File: src/rtl/cpu4_pkg.sv
// Shared definitions for the 4-bit CPU.
//   CPU4_PC_W / CPU4_INSTR_W : default address and instruction widths
//   OP_JMP / OP_JZ / OP_HLT  : opcodes that are not plain sequential
//   fsm_state_t              : fetch controller state encoding (3-bit)
package cpu4_pkg;

  localparam int CPU4_PC_W    = 4;
  localparam int CPU4_INSTR_W = 8;

  localparam logic [3:0] OP_JMP = 4'hE;
  localparam logic [3:0] OP_JZ  = 4'hD;
  localparam logic [3:0] OP_HLT = 4'hF;

  typedef enum logic [2:0] {
    IDLE   = 3'd0,
    FETCH  = 3'd1,
    DECODE = 3'd2,
    SELECT = 3'd3,
    UPDATE = 3'd4,
    HALT   = 3'd5
  } fsm_state_t;

endpackage

File: src/rtl/pc_fetch_ctrl_if.sv
// PC-mux link between the fetch controller (master) and the PC mux (slave).
//   nextPC   : sequential successor PC        (master -> slave)
//   branchPC : jump target                    (master -> slave)
//   Jump     : selects branchPC over nextPC   (master -> slave)
//   pc_in    : the mux's registered result    (slave  -> master)
// Handshake: there is no valid/ready pair on this link. The master holds
// nextPC/branchPC/Jump stable from DECODE through UPDATE; the slave registers
// its selection during SELECT, and the master samples pc_in in UPDATE.
interface pc_fetch_ctrl_if
  import cpu4_pkg::*;
#(
  parameter int PC_W = CPU4_PC_W
);

  logic [PC_W-1:0] nextPC;
  logic [PC_W-1:0] branchPC;
  logic            Jump;
  logic [PC_W-1:0] pc_in;

  modport master (output nextPC, output branchPC, output Jump, input pc_in);
  modport slave  (input nextPC, input branchPC, input Jump, output pc_in);

endinterface

File: src/rtl/pc_fetch_ctrl.sv
// Fetch/sequencing controller for the 4-bit CPU.
// Holds the architectural PC, fetches from a combinational ROM, drives the
// PC mux and adopts the mux's registered result as the new PC.
// Ports:
//   clock, reset      : rising-edge clock, async active-high reset
//   run               : level; starts execution from IDLE
//   zero_flag         : ALU zero flag, consulted by JZ in DECODE
//   instr_addr        : ROM address, always equal to pc
//   instr_data        : ROM data (combinational from instr_addr)
//   pcmux             : PC-mux link (master side)
//   ir                : latched instruction
//   ir_valid          : one-cycle strobe, ir has retired to execute. No
//                       backpressure: execute must take it in that cycle.
//   halted            : high once HLT has been decoded
//   retired           : saturating count of completed instructions
//   dbg_state         : current FSM state
module pc_fetch_ctrl
  import cpu4_pkg::*;
#(
  parameter int              PC_W     = CPU4_PC_W,
  parameter int              INSTR_W  = CPU4_INSTR_W,
  parameter logic [PC_W-1:0] RESET_PC = '0
) (
  input  logic               clock,
  input  logic               reset,
  input  logic               run,
  input  logic               zero_flag,
  output logic [PC_W-1:0]    instr_addr,
  input  logic [INSTR_W-1:0] instr_data,
  pc_fetch_ctrl_if.master    pcmux,
  output logic [INSTR_W-1:0] ir,
  output logic               ir_valid,
  output logic               halted,
  output logic [7:0]         retired,
  output fsm_state_t         dbg_state
);

  fsm_state_t      state;
  fsm_state_t      state_nxt;
  logic [PC_W-1:0] pc;
  logic [3:0]      op;

  assign op         = ir[INSTR_W-1 -: 4];
  assign instr_addr = pc;
  assign dbg_state  = state;

  always_ff @(posedge clock or posedge reset) begin
    if (reset) state <= IDLE;
    else       state <= state_nxt;
  end

  // run only matters in IDLE; once an instruction starts it always completes
  // and the loop returns to FETCH without looking at run again.
  always_comb begin
    state_nxt = state;
    case (state)
      IDLE:    if (run) state_nxt = FETCH;
      FETCH:   state_nxt = DECODE;
      DECODE:  state_nxt = SELECT;
      SELECT:  state_nxt = UPDATE;
      UPDATE:  state_nxt = (op == OP_HLT) ? HALT : FETCH;
      HALT:    state_nxt = HALT;
      default: state_nxt = IDLE;
    endcase
  end

  always_ff @(posedge clock or posedge reset) begin
    if (reset) begin
      pc             <= RESET_PC;
      ir             <= '0;
      pcmux.nextPC   <= '0;
      pcmux.branchPC <= '0;
      pcmux.Jump     <= 1'b0;
      ir_valid       <= 1'b0;
      halted         <= 1'b0;
      retired        <= '0;
    end else begin
      ir_valid <= 1'b0;
      case (state)
        FETCH: ir <= instr_data;
        DECODE: begin
          // pc + 1 is truncated to PC_W, so the top address wraps to 0
          pcmux.nextPC   <= pc + PC_W'(1);
          pcmux.branchPC <= ir[PC_W-1:0];
          pcmux.Jump     <= (op == OP_JMP) || ((op == OP_JZ) && zero_flag);
        end
        UPDATE: begin
          pcmux.Jump <= 1'b0;
          if (op == OP_HLT) begin
            halted <= 1'b1;
          end else begin
            pc       <= pcmux.pc_in;
            ir_valid <= 1'b1;
            if (retired != 8'hFF) retired <= retired + 8'd1;
          end
        end
        default: ;
      endcase
    end
  end

endmodule

File: src/flat_wrapper.sv
// flat-port wrapper written by rule: the top's interface ports become plain ports
module pc_fetch_ctrl_flat import cpu4_pkg::*;
#(
  parameter int              PC_W     = CPU4_PC_W,
  parameter int              INSTR_W  = CPU4_INSTR_W,
  parameter logic [PC_W-1:0] RESET_PC = '0
)
  (clock, reset, run, zero_flag, instr_addr, instr_data, ir, ir_valid, halted, retired, dbg_state, pcmux_nextPC, pcmux_branchPC, pcmux_Jump, pcmux_pc_in);
  pc_fetch_ctrl_if #(.PC_W(PC_W)) pcmux_i ();
  input  logic clock;
  input  logic reset;
  input  logic run;
  input  logic zero_flag;
  output logic [PC_W-1:0] instr_addr;
  input  logic [INSTR_W-1:0] instr_data;
  output logic [INSTR_W-1:0] ir;
  output logic ir_valid;
  output logic halted;
  output logic [7:0] retired;
  output fsm_state_t dbg_state;
  output wire logic [$bits(pcmux_i.nextPC)-1:0] pcmux_nextPC;
  output wire logic [$bits(pcmux_i.branchPC)-1:0] pcmux_branchPC;
  output wire logic [$bits(pcmux_i.Jump)-1:0] pcmux_Jump;
  input wire logic [$bits(pcmux_i.pc_in)-1:0] pcmux_pc_in;
  assign pcmux_nextPC = pcmux_i.nextPC;
  assign pcmux_branchPC = pcmux_i.branchPC;
  assign pcmux_Jump = pcmux_i.Jump;
  assign pcmux_i.pc_in = pcmux_pc_in;
  pc_fetch_ctrl #(.PC_W(PC_W), .INSTR_W(INSTR_W), .RESET_PC(RESET_PC)) u_core (.clock(clock), .reset(reset), .run(run), .zero_flag(zero_flag), .instr_addr(instr_addr), .instr_data(instr_data), .pcmux(pcmux_i), .ir(ir), .ir_valid(ir_valid), .halted(halted), .retired(retired), .dbg_state(dbg_state));
endmodule
File: config.mk
export PLATFORM = sky130hd
export DESIGN_NAME = pc_fetch_ctrl_flat
export DESIGN_NICKNAME = d
export VERILOG_FILES = /design/src/rtl/cpu4_pkg.sv /design/src/rtl/pc_fetch_ctrl_if.sv /design/src/rtl/pc_fetch_ctrl.sv /design/src/flat_wrapper.sv
export SDC_FILE = /design/constraint.sdc
export NUM_CORES = 1
export LEC_CHECK = 0
export ABC_AREA = 1
export BUFFER_PORTS_ARGS = -buffer_cell sky130_fd_sc_hd__buf_2
export CAP_MARGIN = 0
export CORE_UTILIZATION = 50
export CTS_CLUSTER_DIAMETER = 30
export DETAILED_ROUTE_END_ITERATION = 16
export PLACE_DENSITY = 0.84
export SETUP_SLACK_MARGIN = 0.02
export SYNTH_ARGS = -nofsm -noshare
export SYNTH_HDL_FRONTEND = slang
export SYNTH_SLANG_ARGS = --single-unit
File: constraint.sdc
create_clock -name clock -period 1.6 [get_ports clock]
set_clock_uncertainty 0.05 [all_clocks]
set_input_delay 0.48 -clock clock [delete_from_list [all_inputs] [get_ports clock]]
set_output_delay 0.48 -clock clock [all_outputs]
set_load 0.01 [all_outputs]
==> results.yml <==
route:
  drtPass1Iterations: 4
  drc: 0
  wl_per_cell_um: 10.50
  drtIter0Drc: 58
  via_count: 1344
  ant_nets: 0
  vias_per_cell: 4.667
  routed_wl_um: 3025
sta:
  fmax_mhz: 658.0
  finalSetupViolations: 0
  finalSetupTns_ns: 0
  worst_pin_slew_ns: 0.4144
  max_slew_margin: 0.7237
  holdWs_ns: 0.1596
  period_minus_slack_ns: 1.520
  rsz0062_at_grt: "false"
  fin_crit_sh: 0.9499
  hold_viol: 0
  final-max-slew-violation-count: 0
critical_path:
  r2r_slack_ns: 0.20
  worst-endpoint-arrival_ns: 0.99
  cpLargestDelayFamily: "flip-flops"
  cp_cell_sequence: "buf_2"
  max_stage_delay_ns: 0.48
  cp-start-kind: "register"
  endpoint_kind: "output pin"
  crit_type: "register to output pin"
  crit_buf_inv: 1
  worst_path_max_delay_cell: "dfrtp_1"
  cp_data_required_time_ns: 1.07
  critPathMaxFanout: 6
synthesis:
  syn_inst: 188
  synth.distinct_cells: 21
  syn_avg_cell_area_um2: 8.432
  syn-cell-area_um2: 1585
  synth_nets: 206
  ys_ff_latch: 34
  seq_area_frac_synth: 0.5367
  yosys_warnings: 0
finish:
  drive_above_1_share: 0.3033
  final_common_cell: "nand2_1"
  final_cell_mix: "74 x nand2_1, 49 x buf_2, 33 x dfrtp_1"
  final_nets: 261
  fill_cells: 269
  syn2layout_area_growth_pct: 23.44
  antenna_cells: 0
grt:
  antenna_found_initial: 0
  grt_max_degree: 35
  track_usage: 0.2028
  grt_pass1_wl_um: 5016
  grt-ovfl-total: 0
  grt_pass1_vias: 1155
clocking:
  cts_tree: "yes"
  clk_pin_slew_ns: 0.10
  clock_latency_ns: 0.34
  clk_path_buf_depth: 2
  cts_buffers: 5
  clkSinkCount: 34
  root_buffer: "clkbuf_4"
  htreeDepth: 2
  cts_setup_buffers: 0
floorplan:
  fp.dieW_um: 58.31
  core_um2: 3028
  die_height_um: 58.31
  die_area_um2: 3399
  start_util: 0.5236
  fp-row-count: 20
  io_pins: 50
power:
  p_int_mw: 2.132
  ir_worst_vdd_uv: 1169
  p_leak_nw: 1.091
  clkPwrFrac: 0.157
  p_comb_frac: 0.419
  powerDensity_nw_per_um2: 1858
  switchingPower_mw: 1.504
  seqPwrFrac: 0.425
  swShare: 0.4137
placement:
  port_buffers: 49
  routabilityCongestion: 0.8127
  post-dp-hpwl_um: 2216
outcome:
  status: "complete, no violations"
flow_run:
  maxCapViolCount: 0
hold_path:
  hold_path_class: "input pin to asynchronous set/reset pin"
==> synth_stat cells, drive strengths merged <==
cell type	n	area share
nor2	14	0.056
nand2	78	0.19
dfrtp	34	0.54
o21ai	15	0.047
nand3	12	0.044
inv	22	0.055
xor2	2	0.011
a21oi	4	0.013
buf	2	0.010
ha	2	0.016
xnor2	3	0.017
==> worst paths after layout <==
path,start,to,cells past startpoint
setup / recovery,u_core.dbg_state[0]$_DFFE_PP0P_,dbg_state[0],1
hold / removal,reset,u_core.pcmux.branchPC[0]$_DFFE_PP0P_,3
min in group clock,pcmux_pc_in[0],u_core.instr_addr[0]$_DFFE_PP0P_,3
max in group asynchronous,reset,u_core.dbg_state[2]$_DFFE_PP0P_,3
hold reg to reg,u_core.halted$_DFFE_PP0P_,u_core.halted$_DFFE_PP0P_,2
setup reg to reg,u_core.retired[1]$_DFFE_PP0P_,u_core.retired[6]$_DFFE_PP0P_,6
==> metrics by stage <==
stage	std cells	worst slack, ns	instance area (µm²)	power (mW)	utilization
6_report	288	0.08017	1957	3.636	0.6463
5_1_grt	288	0.02533	1957	3.938	0.6463
4_1_cts	288	0.06832	1956	3.661	0.6459
3_5_place_dp	280	0.2221	1877	3.089	0.6198
3_3_place_gp	280	0.2470	1877	3.041	0.6198
2_1_floorplan	188	0.2777	1585	2.558	-
==> metal layers <==
| layer | global-route usage | vias to the layer above | routed length, µm |
|---|---|---|---|
| met4 | 0.09184 | 0 | 59 |
| met3 | 0.07912 | 4 | 192 |
| met2 | 0.2939 | 37 | 1346 |
| met5 | 0 | - | 0 |
| met1 | 0.2706 | 610 | 1427 |
| li1 | - | 693 | - |
==> power groups by stage <==
stage / clock network [mW] / logic (mW) / registers (mW)
after floorplan: 0 / 0.865 / 1.69
after global placement: 0 / 1.50 / 1.54
after detailed placement: 0 / 1.54 / 1.55
after CTS: 0.581 / 1.54 / 1.54
after global routing: 0.627 / 1.72 / 1.59
final: 0.569 / 1.52 / 1.54
==> cell families after synthesis <==
group / Yosys count / share of synthesized area
buf+inv: 24 / 0.06550
flops: 34 / 0.5367
compound gates: 19 / 0.05998
xor+xnor: 5 / 0.02763
fa+ha+maj: 2 / 0.01578
simple gates: 104 / 0.2944
==> state kept, by name, summed over array words and instances (netlist names) <==
register and flops:
u_core.dbg_state 3, u_core.ir_valid 1, u_core.pcmux.Jump 1, u_core.pcmux.branchPC 4, u_core.instr_addr 4, u_core.retired 8, u_core.halted 1, u_core.ir 8
u_core.pcmux.nextPC 4
==> repair_timing <==
item                                    4_1_cts  5_1_grt
gates resized for setup                       0        1
endpoints found under the hold margin         0        0
hold buffers                                  0        0
endpoints found under the setup margin        0        1
==> area by class of cell <==
| cell class | count | area [µm²] | area share |
|---|---|---|---|
| Timing Repair Buffer | 50 | 252.7 | 0.1292 |
| Multi-Input combinational cell | 130 | 630.6 | 0.3223 |
| Sequential cell | 34 | 852.1 | 0.4354 |
| Inverter | 22 | 87.58 | 0.04476 |
| Clock buffer | 8 | 78.83 | 0.04028 |
| Tap cell | 44 | 55.05 | 0.02813 |
No activity file was read; power rests on OpenSTA's default activity.
